[config.mk]
export PLATFORM = sky130hd
export DESIGN_NAME = cmos_capture_rgb565
export DESIGN_NICKNAME = d
export VERILOG_FILES = /design/src/rtl/cmos_capture_rgb565.sv
export SDC_FILE = /design/constraint.sdc
export NUM_CORES = 1
export LEC_CHECK = 0
export ABC_AREA = 1
export BUFFER_PORTS_ARGS = -buffer_cell sky130_fd_sc_hd__buf_2
export CAP_MARGIN = 20
export CORE_ASPECT_RATIO = 1.1
export CORE_MARGIN = 5
export CORE_UTILIZATION = 25
export DETAILED_ROUTE_END_ITERATION = 8
export PLACE_DENSITY = 0.52
export SLEW_MARGIN = 15
export SYNTH_ARGS = -nofsm -noshare
export SYNTH_HDL_FRONTEND = slang
export SYNTH_SLANG_ARGS = --single-unit
[constraint.sdc]
create_clock -name clk -period 1.9 [get_ports clk]
set_input_delay 0.095 -clock clk [delete_from_list [all_inputs] [get_ports clk]]
set_output_delay 0.095 -clock clk [all_outputs]
set_load 0.01 [all_outputs]
[src/rtl/cmos_capture_rgb565.sv]
`default_nettype none
// ============================================================================
// Module   : cmos_capture_rgb565
// Brief    : OV7670 byte-bus capture, RGB565 packing, frame skip, geometry check
// Revision : 1.0
// ============================================================================
module cmos_capture_rgb565 #(
    parameter int FRAME_SKIP = 10,
    parameter int H_PIXELS   = 640,
    parameter int V_LINES    = 480
) (
    input  logic        clk,
    input  logic        rst_n,
    input  logic        init_done,
    input  logic        cmos_vsync,
    input  logic        cmos_href,
    input  logic [7:0]  cmos_data,
    output logic        cmos_frame_clken,
    output logic [15:0] cmos_frame_data,
    output logic        cmos_frame_valid,
    output logic [7:0]  frame_cnt,
    output logic        geom_err
);

    localparam logic [1:0]  S_WAIT_INIT = 2'd0;
    localparam logic [1:0]  S_SKIP      = 2'd1;
    localparam logic [1:0]  S_CAPTURE   = 2'd2;
    localparam logic [3:0]  c_skip_last = 4'(FRAME_SKIP - 1);
    localparam logic [10:0] c_h_pixels  = 11'(H_PIXELS);
    localparam logic [9:0]  c_v_lines   = 10'(V_LINES);

    logic        r_init_s1, r_init_s2;
    logic        r_vs1, r_vs2, r_href1, r_href2;
    logic [7:0]  r_data1;
    logic [1:0]  r_state, w_state_nxt;
    logic [3:0]  r_skip_cnt;
    logic        r_toggle;
    logic [7:0]  r_hi_byte;
    logic        r_pair_valid;
    logic [15:0] r_pair_data;
    logic [10:0] r_pix_cnt;
    logic [9:0]  r_line_cnt, w_line_eff;
    logic        r_chk_arm;
    logic        w_vs_rise, w_href_fall, w_init_ok, w_pair_done;
    logic        w_capture, w_valid_nxt;

    assign w_vs_rise   = r_vs1 & ~r_vs2;
    assign w_href_fall = ~r_href1 & r_href2;
    assign w_init_ok   = r_init_s2;
    assign w_pair_done = r_href1 & r_toggle;

    always_ff @(posedge clk or negedge rst_n) begin
        if (!rst_n) begin
            r_init_s1 <= 1'b0;
            r_init_s2 <= 1'b0;
            r_vs1     <= 1'b0;
            r_vs2     <= 1'b0;
            r_href1   <= 1'b0;
            r_href2   <= 1'b0;
            r_data1   <= 8'h00;
        end else begin
            r_init_s1 <= init_done;
            r_init_s2 <= r_init_s1;
            r_vs1     <= cmos_vsync;
            r_vs2     <= r_vs1;
            r_href1   <= cmos_href;
            r_href2   <= r_href1;
            r_data1   <= cmos_data;
        end
    end

    always_ff @(posedge clk or negedge rst_n) begin
        if (!rst_n) begin
            r_state <= S_WAIT_INIT;
        end else begin
            r_state <= w_state_nxt;
        end
    end

    always_comb begin
        w_state_nxt = r_state;
        case (r_state)
            S_WAIT_INIT: if (w_init_ok && w_vs_rise) w_state_nxt = S_SKIP;
            S_SKIP: begin
                if (!w_init_ok)
                    w_state_nxt = S_WAIT_INIT;
                else if (w_vs_rise && (r_skip_cnt == c_skip_last))
                    w_state_nxt = S_CAPTURE;
            end
            S_CAPTURE:   if (!w_init_ok) w_state_nxt = S_WAIT_INIT;
            default:     w_state_nxt = S_WAIT_INIT;
        endcase
    end

    // Losing init_done while capturing counts as leaving capture this cycle.
    always_comb begin
        w_capture   = (r_state == S_CAPTURE) && w_init_ok;
        w_valid_nxt = (w_state_nxt == S_CAPTURE);
    end

    always_ff @(posedge clk or negedge rst_n) begin
        if (!rst_n) begin
            r_skip_cnt <= 4'd0;
        end else if (r_state != S_SKIP) begin
            r_skip_cnt <= 4'd0;
        end else if (w_vs_rise) begin
            r_skip_cnt <= r_skip_cnt + 4'd1;
        end
    end

    always_ff @(posedge clk or negedge rst_n) begin
        if (!rst_n) begin
            r_toggle     <= 1'b0;
            r_hi_byte    <= 8'h00;
            r_pair_valid <= 1'b0;
            r_pair_data  <= 16'h0000;
        end else begin
            if (!r_href1 || !w_init_ok)
                r_toggle <= 1'b0;
            else
                r_toggle <= ~r_toggle;
            if (r_href1 && !r_toggle)
                r_hi_byte <= r_data1;
            r_pair_valid <= w_pair_done && w_capture;
            if (w_pair_done)
                r_pair_data <= {r_hi_byte, r_data1};
        end
    end

    always_ff @(posedge clk or negedge rst_n) begin
        if (!rst_n) begin
            cmos_frame_clken <= 1'b0;
            cmos_frame_data  <= 16'h0000;
            cmos_frame_valid <= 1'b0;
        end else begin
            cmos_frame_clken <= r_pair_valid && w_valid_nxt;
            if (r_pair_valid && w_valid_nxt)
                cmos_frame_data <= r_pair_data;
            cmos_frame_valid <= w_valid_nxt;
        end
    end

    // Line count including a line ending on this very cycle.
    always_comb begin
        w_line_eff = r_line_cnt;
        if (w_href_fall && (r_line_cnt != '1))
            w_line_eff = r_line_cnt + 10'd1;
    end

    always_ff @(posedge clk or negedge rst_n) begin
        if (!rst_n) begin
            r_pix_cnt  <= 11'd0;
            r_line_cnt <= 10'd0;
            r_chk_arm  <= 1'b0;
            geom_err   <= 1'b0;
            frame_cnt  <= 8'd0;
        end else if (!w_capture) begin
            r_pix_cnt  <= 11'd0;
            r_line_cnt <= 10'd0;
            r_chk_arm  <= 1'b0;
        end else begin
            if (w_href_fall)
                r_pix_cnt <= 11'd0;
            else if (w_pair_done && (r_pix_cnt != '1))
                r_pix_cnt <= r_pix_cnt + 11'd1;
            if (w_href_fall && ((r_pix_cnt != c_h_pixels) || r_toggle))
                geom_err <= 1'b1;
            if (w_vs_rise) begin
                if (r_chk_arm && (w_line_eff != c_v_lines))
                    geom_err <= 1'b1;
                r_line_cnt <= 10'd0;
                r_chk_arm  <= 1'b1;
                frame_cnt  <= frame_cnt + 8'd1;
            end else begin
                r_line_cnt <= w_line_eff;
            end
        end
    end

endmodule
`default_nettype wire

* Word level (Yosys, flattened, before mapping) *
Cells that the tools add are included.

storage, ports and cells
  register bits after elaboration = 95
  output and inout bits = 27
  word-level logic and storage cells = 79

operators by class
  $add $sub $neg = 4
  equality and inequality tests = 11
  multiplexer cells = 19
  bitwise logic cells = 6
  reduce and logical (&&, ||, !) cells = 18

operator list
  cell                   count
  $mux 11                3
  $mux 10                3
  $add 11x1->11 const B  1
  $ne 11x10->1 const B   1
  $ne 11x11->1 const B   1
  $add 10x1->10 const B  1
  $logic_and 1x1->1      10
  $ne 10x10->1 const B   1
  $ne 10x9->1 const B    1
  $add 8x1->8 const B    1
  $mux 2                 4
  $mux 4                 2
  $mux 1                 6
  $pmux 2 s3             1
  $add 4x1->4 const B    1
  $eq 2x2->1 const B     2
  $eq 4x4->1 const B     1
  $and 1x1->1            3
  $logic_not 1->1        3
  $ne 3x2->1 const B     1
  $not 1->1              3
  $eq 2x1->1 const B     1
  $logic_not 2->1        1
  $logic_or 1x1->1       2
  4 further kinds        4

* Depth between registers and ports, before layout *
Gate-level depths: netlist of the first run.

  depth in word-level cells = 8
  mapped depth = 15
  gate-level depth less buffers = 15

* Worst setup path before layout of the first run *
Ideal clock, no wire load.

  path kind = reg-to-reg
  from = register r_line_cnt[0]
  to = register geom_err
  setup time = 116 ps
  data arrival time = 1,537 ps
  data required time = 1,784 ps
  setup slack = 246 ps
  stages on the path, launching flop included = 16
  buffers on the path = 1
  clock period less this slack = 1,654 ps
  cells stage by stage = dfrtp_1 > ha_1 > nand2_1 > nor2_2 > nand3_4 > buf_6 > nand3_1 > nand2_1 > nor2_1 > nand2_1 > nor2_1 > nand2_1 > nand2_1 > nand2_1 > nand2_1 > nand2_1

on the way
  cells in the longest elaborated chain, start to end = 7

RTL lines
  element                                                line  text
  start: declaration                                     42    logic [9:0] r_line_cnt, w_line_eff;
  start signal: assignment                               175   r_line_cnt <= w_line_eff;
  branches (longest 2 deep; another with $add 10x1->10)  -
  $mux 10 (*)                                            146   if (w_href_fall && (r_line_cnt != '1))
  $ne 10x9->1 (*)                                        169   if (r_chk_arm && (w_line_eff != c_v_lines))
  $logic_and 1x1->1 (*)                                  169
  $mux 1 (*)                                             169
  $mux 1 (*)                                             168   if (w_vs_rise) begin
  end signal: assignment                                 155   geom_err <= 1'b0;
  end signal: assignment                                 167   geom_err <= 1'b1;
  end signal: assignment                                 170   geom_err <= 1'b1;
  end: declaration                                       22    output logic geom_err

Mark *: on every way between the ends.
A chain may end at the register's enable or synchronous reset.

* Worst setup path after layout of the first run *
  from = register r_line_cnt[1]
  to = register geom_err

Same word-level chain as after synthesis.

==> metrics.txt, run 1 <==
Crit path largest cell delay 420 ps; gpl congestion 0.806; Tightest Pin Transition 590 ps; post-synth top area cell dfrtp_1; met2 GRT Util 0.154; status finished clean; worst hold path type in2async; placed cell areas 4490 µm²; share of synthesized registers carrying an async set or reset 1.00; Ys Warns 0; first-pass GRT wire length 14300 µm; CTS tree built; Setup crit start r_line_cnt[1]$_DFF_PN0_; GRT overflow 0; residual DRC count 0; H-tree Lvls 3; distinct cell type count after synthesis 32; antenna violations before repair 0; TritonCTS Buffers 9; Main synth FF type dfrtp_1; mux contribution to synthesized area 0.00282; Slowest cell on crit path dfrtp_1; HPWL after DPL 5880 µm; CP endpoint kind flip-flop; EDFF count, synth 0; detailed-route via count 3020; Crit path max-delay family simple AND/OR/NAND/NOR gates; Synth Instances 435; switching power 0.920 mW; vias in the first global route 3052; die width 130 µm; diode count 0; Compound-Gate Fraction of Synth Area 0.0793; CTS sink count 95; M1 GR Usage 0.125; final setup fails 0; setup tns final 0 ps; RSZ-0062 raised after global routing true; Initial Utilization 0.255; Final Critical Period 1800 ps; Mapped Nets 454; crit-path max FO 7; vias per std cell 4.28; most common cell after layout, fill and taps aside nand2_1; CTS Root Cell clkbuf_16; Fin Clk Skew 5.39 ps; largest family of logic cells by synthesized area simple AND/OR/NAND/NOR gates; Tot GR Track Use 0.0958; row count 48; fmax 554 MHz; Pint 3.53 mW; M3 GR Usage 0.0225; P_leak 2.40 nW; commonest cells after routing, fill and taps aside 112 x nand2_1, 94 x dfrtp_1, 52 x inv_1; Area contributors post-synth dfrtp_1 60%, nand2_1 11%, inv_1 4.9%; initial DRC count 140; switching part of the total 0.207; Seq pwr share 0.488; Comb power frac 0.049; post-synthesis sequential area ratio 0.596; xor/xnor share of the synthesized area 0.0220; Setup Crit Path Kind reg2reg; P&R area growth vs syn 26.7%; critical-path cell list ha_4, nand2_4, nor2_4, nand3_4, nand3_1, nand2_1, nor2_1, nand2_1, nor2_1, nand2_1, nand2_1, nand2_1, nand2_1, nand2_1; Final Hold Fails 0; Synth Area in Adders 0.0188; Most common cell on crit path nand2_1; clock buffer depth 2; DRT Wirelength 8240 µm; Worst slew margin 0.607; critical path startpoint category flip-flop; largest net degree at the start of global routing 43; drt pass-1 iters 5; Die ar. 18600 µm²; Clock power frac 0.463; max cap viols 0; Max IR drop VDD 0.383 mV; CTS clk-pin slew, worst paths 60 ps; Hold WS 308 ps; post-route cell area 5060 µm²; Post-Syn Area 3990 µm²; Synth Area in Simple Gates 0.217; fin crit share 0.949; top-area cell type share of the netlist area 0.596; crit path DAT 2030 ps; Clock Latency Late Sink 340 ps; most used routing layer met2; Core ar. 15700 µm²; Final Slew Violations 0; Avg WL per Cell 11.7 µm; Yosys reg bits 95; IO Count 40; input/output buffers 39; Antenna Nets Post-Route 0; PD cells 880 nW/µm²; share of cells above drive strength 1 0.192; Bufs and invs on worst path 0; average size of a mapped cell 9.17 µm²; Crit path required time 2130 ps; worst flop-to-flop path startpoint r_line_cnt[1]$_DFF_PN0_; die height 143 µm; Final nets 520
layout make-up:
cell class                      instances  area (µm²)
Sequential cell                        95        2380
Clock buffer                           11         243
Tap cell                              200         250
Timing Repair inverter                  1        5.00
Multi-Input combinational cell        275        1430
Fill cell                            1609       10600
Inverter                               59         225
Timing Repair Buffer                   60         423
Clock inverter                          5         104
power by group through the flow:
stage	combinational (mW)	clock, mW	sequential [mW]
6_report	0.219	2.06	2.17
5_1_grt	0.260	2.22	2.18
4_1_cts	0.222	2.13	2.17
3_5_place_dp	0.201	0	2.21
3_3_place_gp	0.194	0	2.21
2_1_floorplan	0.106	0	2.20
registers in the layout, indices dropped and copies added, names as in the netlist, 2 cells and up:
name and count:
r_data1 8, cmos_frame_data 16, r_line_cnt 10, r_state 2, r_hi_byte 8, r_skip_cnt 4, r_pix_cnt 11, frame_cnt 8
r_pair_data 16
cells in the mapped netlist (3+ instances only):
| cell | instances |
|---|---|
| nor3_1 | 7 |
| inv_2 | 4 |
| nand3_1 | 13 |
| inv_1 | 52 |
| a21oi_1 | 13 |
| nand2_1 | 116 |
| nand3_2 | 3 |
| dfrtp_1 | 95 |
| nand4_1 | 7 |
| o21ai_1 | 9 |
| xor2_1 | 6 |
| nand2_2 | 3 |
| o21ai_0 | 35 |
| xnor2_1 | 4 |
| clkinv_1 | 3 |
| ha_1 | 6 |
| nor2_1 | 37 |
| clkbuf_1 | 4 |
metal layers:
| layer | vias to the layer above | routed length (µm) |
|---|---|---|
| li1 | 1513 | - |
| met1 | 1434 | 3890 |
| met2 | 62 | 3910 |
| met3 | 11 | 329 |
| met4 | 0 | 110 |
| met5 | - | 0 |
worst paths after layout:
kind | cells past startpoint | end | slack [ps]
max reg2reg | 14 | geom_err$_DFFE_PN0P_ | 100
min reg2reg | 0 | r_init_s2$_DFF_PN0_ | 370
max in group asynchronous | 3 | r_pix_cnt[4]$_DFFE_PN0P_ | 1020
min in group clk | 0 | r_init_s2$_DFF_PN0_ | 370
max | 14 | geom_err$_DFFE_PN0P_ | 100
min | 2 | r_line_cnt[7]$_DFF_PN0_ | 310
metrics by stage:
| step | instances | setup slack (ps) | power, mW | utilization |
|---|---|---|---|---|
| after floorplan | 435 | 246 | 2.30 | - |
| after global placement | 674 | 62.1 | 2.40 | 0.287 |
| after detailed placement | 674 | 20.9 | 2.41 | 0.287 |
| after CTS | 702 | 4.48 | 4.52 | 0.316 |
| after global routing | 706 | -79.9 | 4.66 | 0.323 |
| final | 706 | 96.4 | 4.45 | 0.323 |
what timing repair did:
item / CTS / global route
setup buffers: 0 / 2
endpoints found under the setup margin: 0 / 19
endpoints found under the hold margin: 51 / 0
gates resized for setup: 0 / 18
hold buffers: 12 / 0
logic make-up (layout without fill, tap and decap cells):
family                   count (synthesis)  count (layout)
AO/OA/AOI/OAI                           61              61
buffers and inverters                   66             136
AND/OR/NAND/NOR                        196             197
multiplexers                             1               1
flip-flops                              95              95
adder cells (fa/ha/maj)                  6               6
XOR/XNOR                                10              10
No activity file was read; power rests on OpenSTA's default activity.
==> run 2: changes to the inputs <==
CELL_PAD_IN_SITES_DETAIL_PLACEMENT = 0   (was not set)
CELL_PAD_IN_SITES_GLOBAL_PLACEMENT = 2   (was not set)
PLACE_DENSITY = 0.7   (was 0.52)
==> run 2 against run 1 <==
Count of clock-buffer cells in the layout down 1. Setup slack better by 21 ps. Power down 2.9%. Clock skew down 0.55 ps. Routed wire length up 1.6%. Critical path depth unchanged. Global-route usage up 0.16 points. Non-clock buffer count up 9. Via count down 1.4%. Hold slack worse by 150 ps. Die area unchanged.
==> metrics.txt, run 2 (synthesis gave the netlist of run 1 again) <==
Max IR drop VDD 0.381 mV; input/output buffers 39; Crit path max-delay family simple AND/OR/NAND/NOR gates; max cap viols 0; CTS Root Cell clkbuf_16; Non-Filler Instances 714; final setup fails 0; HPWL after DPL 5930 µm; Crit path required time 2130 ps; initial DRC count 71; Worst slew margin 0.743; detailed-route via count 2979; drt pass-1 iters 4; Setup Crit Path Kind reg2reg; PD cells 852 nW/µm²; clock buffer depth 2; GRT overflow 0; Clock power frac 0.449; P&R area growth vs syn 27.2%; Most common cell on crit path nand2_1; CTS sink count 95; Fin Clk Skew 4.84 ps; Comb power frac 0.049; most used routing layer met2; Filler Cell Count 1617; crit path DAT 2010 ps; CTS clk-pin slew, worst paths 70 ps; placed insts 678; RSZ-0062 raised after global routing true; Die ar. 18600 µm²; largest net degree at the start of global routing 55; Pint 3.39 mW; M1 GR Usage 0.132; Final Critical Period 1780 ps; Core ar. 15700 µm²; critical path startpoint category flip-flop; residual DRC count 0; Final Slew Violations 0; TritonCTS Buffers 9; switching part of the total 0.216; Clock Latency Late Sink 330 ps; Tot GR Track Use 0.0974; row count 48; Crit path largest cell delay 420 ps; H-tree Lvls 3; fin crit share 0.938; die height 143 µm; share of cells above drive strength 1 0.210; Initial Utilization 0.255; Antenna Nets Post-Route 0; IO Count 40; fmax 561 MHz; CTS tree built; setup tns final 0 ps; antenna violations before repair 0; vias in the first global route 3026; CP endpoint kind flip-flop; first-pass GRT wire length 14600 µm; commonest cells after routing, fill and taps aside 113 x nand2_1, 94 x dfrtp_1, 51 x inv_1; Seq pwr share 0.502; vias per std cell 4.17; status finished clean; gpl congestion 0.764; diode count 0; largest registers cmos_frame_data: 16 flops, r_pair_data: 16 flops, r_pix_cnt: 11 flops; most common cell after layout, fill and taps aside nand2_1; Slowest cell on crit path dfrtp_1; DRT Wirelength 8370 µm; Final nets 528; M3 GR Usage 0.0206; switching power 0.935 mW; P_leak 2.42 nW; critical-path cell list ha_4, nand2_2, nor2_4, nand3_4, nand3_2, nand2_1, nor2_1, nand2_1, nor2_1, nand2_1, nand2_1, nand2_1, nand2_1, nand2_1; worst hold path type in2async; die width 130 µm; met2 GRT Util 0.155; Tightest Pin Transition 385 ps; Final Hold Fails 0; crit-path max FO 7; Avg WL per Cell 11.7 µm; Bufs and invs on worst path 0
==> run 2: layout make-up <==
class	instances	area (µm²)	area share
multi-input combinational	275	1440	0.283
tap	200	250	0.0493
timing repair buffer	69	465	0.0917
sequential	95	2380	0.469
clock inverter	6	83.8	0.0165
clock buffer	10	239	0.0471
inverter	59	221	0.0436
==> run 2: power groups by stage <==
| stage | combinational (mW) | clock (mW) | sequential [mW] |
|---|---|---|---|
| 2_1_floorplan | 0.106 | 0 | 2.20 |
| 3_3_place_gp | 0.190 | 0 | 2.21 |
| 3_5_place_dp | 0.195 | 0 | 2.21 |
| 4_1_cts | 0.215 | 1.99 | 2.17 |
| 5_1_grt | 0.251 | 2.10 | 2.18 |
| 6_report | 0.211 | 1.94 | 2.17 |
==> run 2: worst paths after layout <==
| path | startpoint | endpoint | slack (ps) | cells after the start |
|---|---|---|---|---|
| max | r_line_cnt[0]$_DFF_PN0_ | geom_err$_DFFE_PN0P_ | 120 | 14 |
| max reg2reg | r_line_cnt[0]$_DFF_PN0_ | geom_err$_DFFE_PN0P_ | 120 | 14 |
| min in group clk | r_init_s1$_DFF_PN0_ | r_init_s2$_DFF_PN0_ | 350 | 0 |
| min | rst_n | r_data1[6]$_DFF_PN0_ | 160 | 2 |
| max in group asynchronous | rst_n | r_pix_cnt[5]$_DFFE_PN0P_ | 1130 | 3 |
| min reg2reg | r_init_s1$_DFF_PN0_ | r_init_s2$_DFF_PN0_ | 350 | 0 |
==> run 2: metrics by stage <==
stage               worst slack (ps)  power (mW)  cell area, µm²  utilization  hold slack, ps
finish                           118        4.32            5080        0.324             158
global placement                22.1        2.40            4500        0.287           -33.9
detailed placement              16.7        2.40            4500        0.287           -28.8
CTS                             44.8        4.38            4940        0.315             146
floorplan                        246        2.30            3990            -            -201
global route                   -38.0        4.54            5080        0.324             175
==> run 2: metal layers <==
layer / vias up / part of all wire
met1: 1400 / 0.49
met3: 9 / 0.028
met2: 46 / 0.46
met5: - / 0
li1: 1524 / -
met4: 0 / 0.015
==> run 2: what timing repair did <==
action                                 4_1_cts  5_1_grt
endpoints found under the hold margin      106        0
gates cloned                                 0        1
gates resized for setup                      1       20
hold buffers                                12        0
setup buffers                                0        7
setup endpoints to repair                    1        4
pin swaps                                    0       10
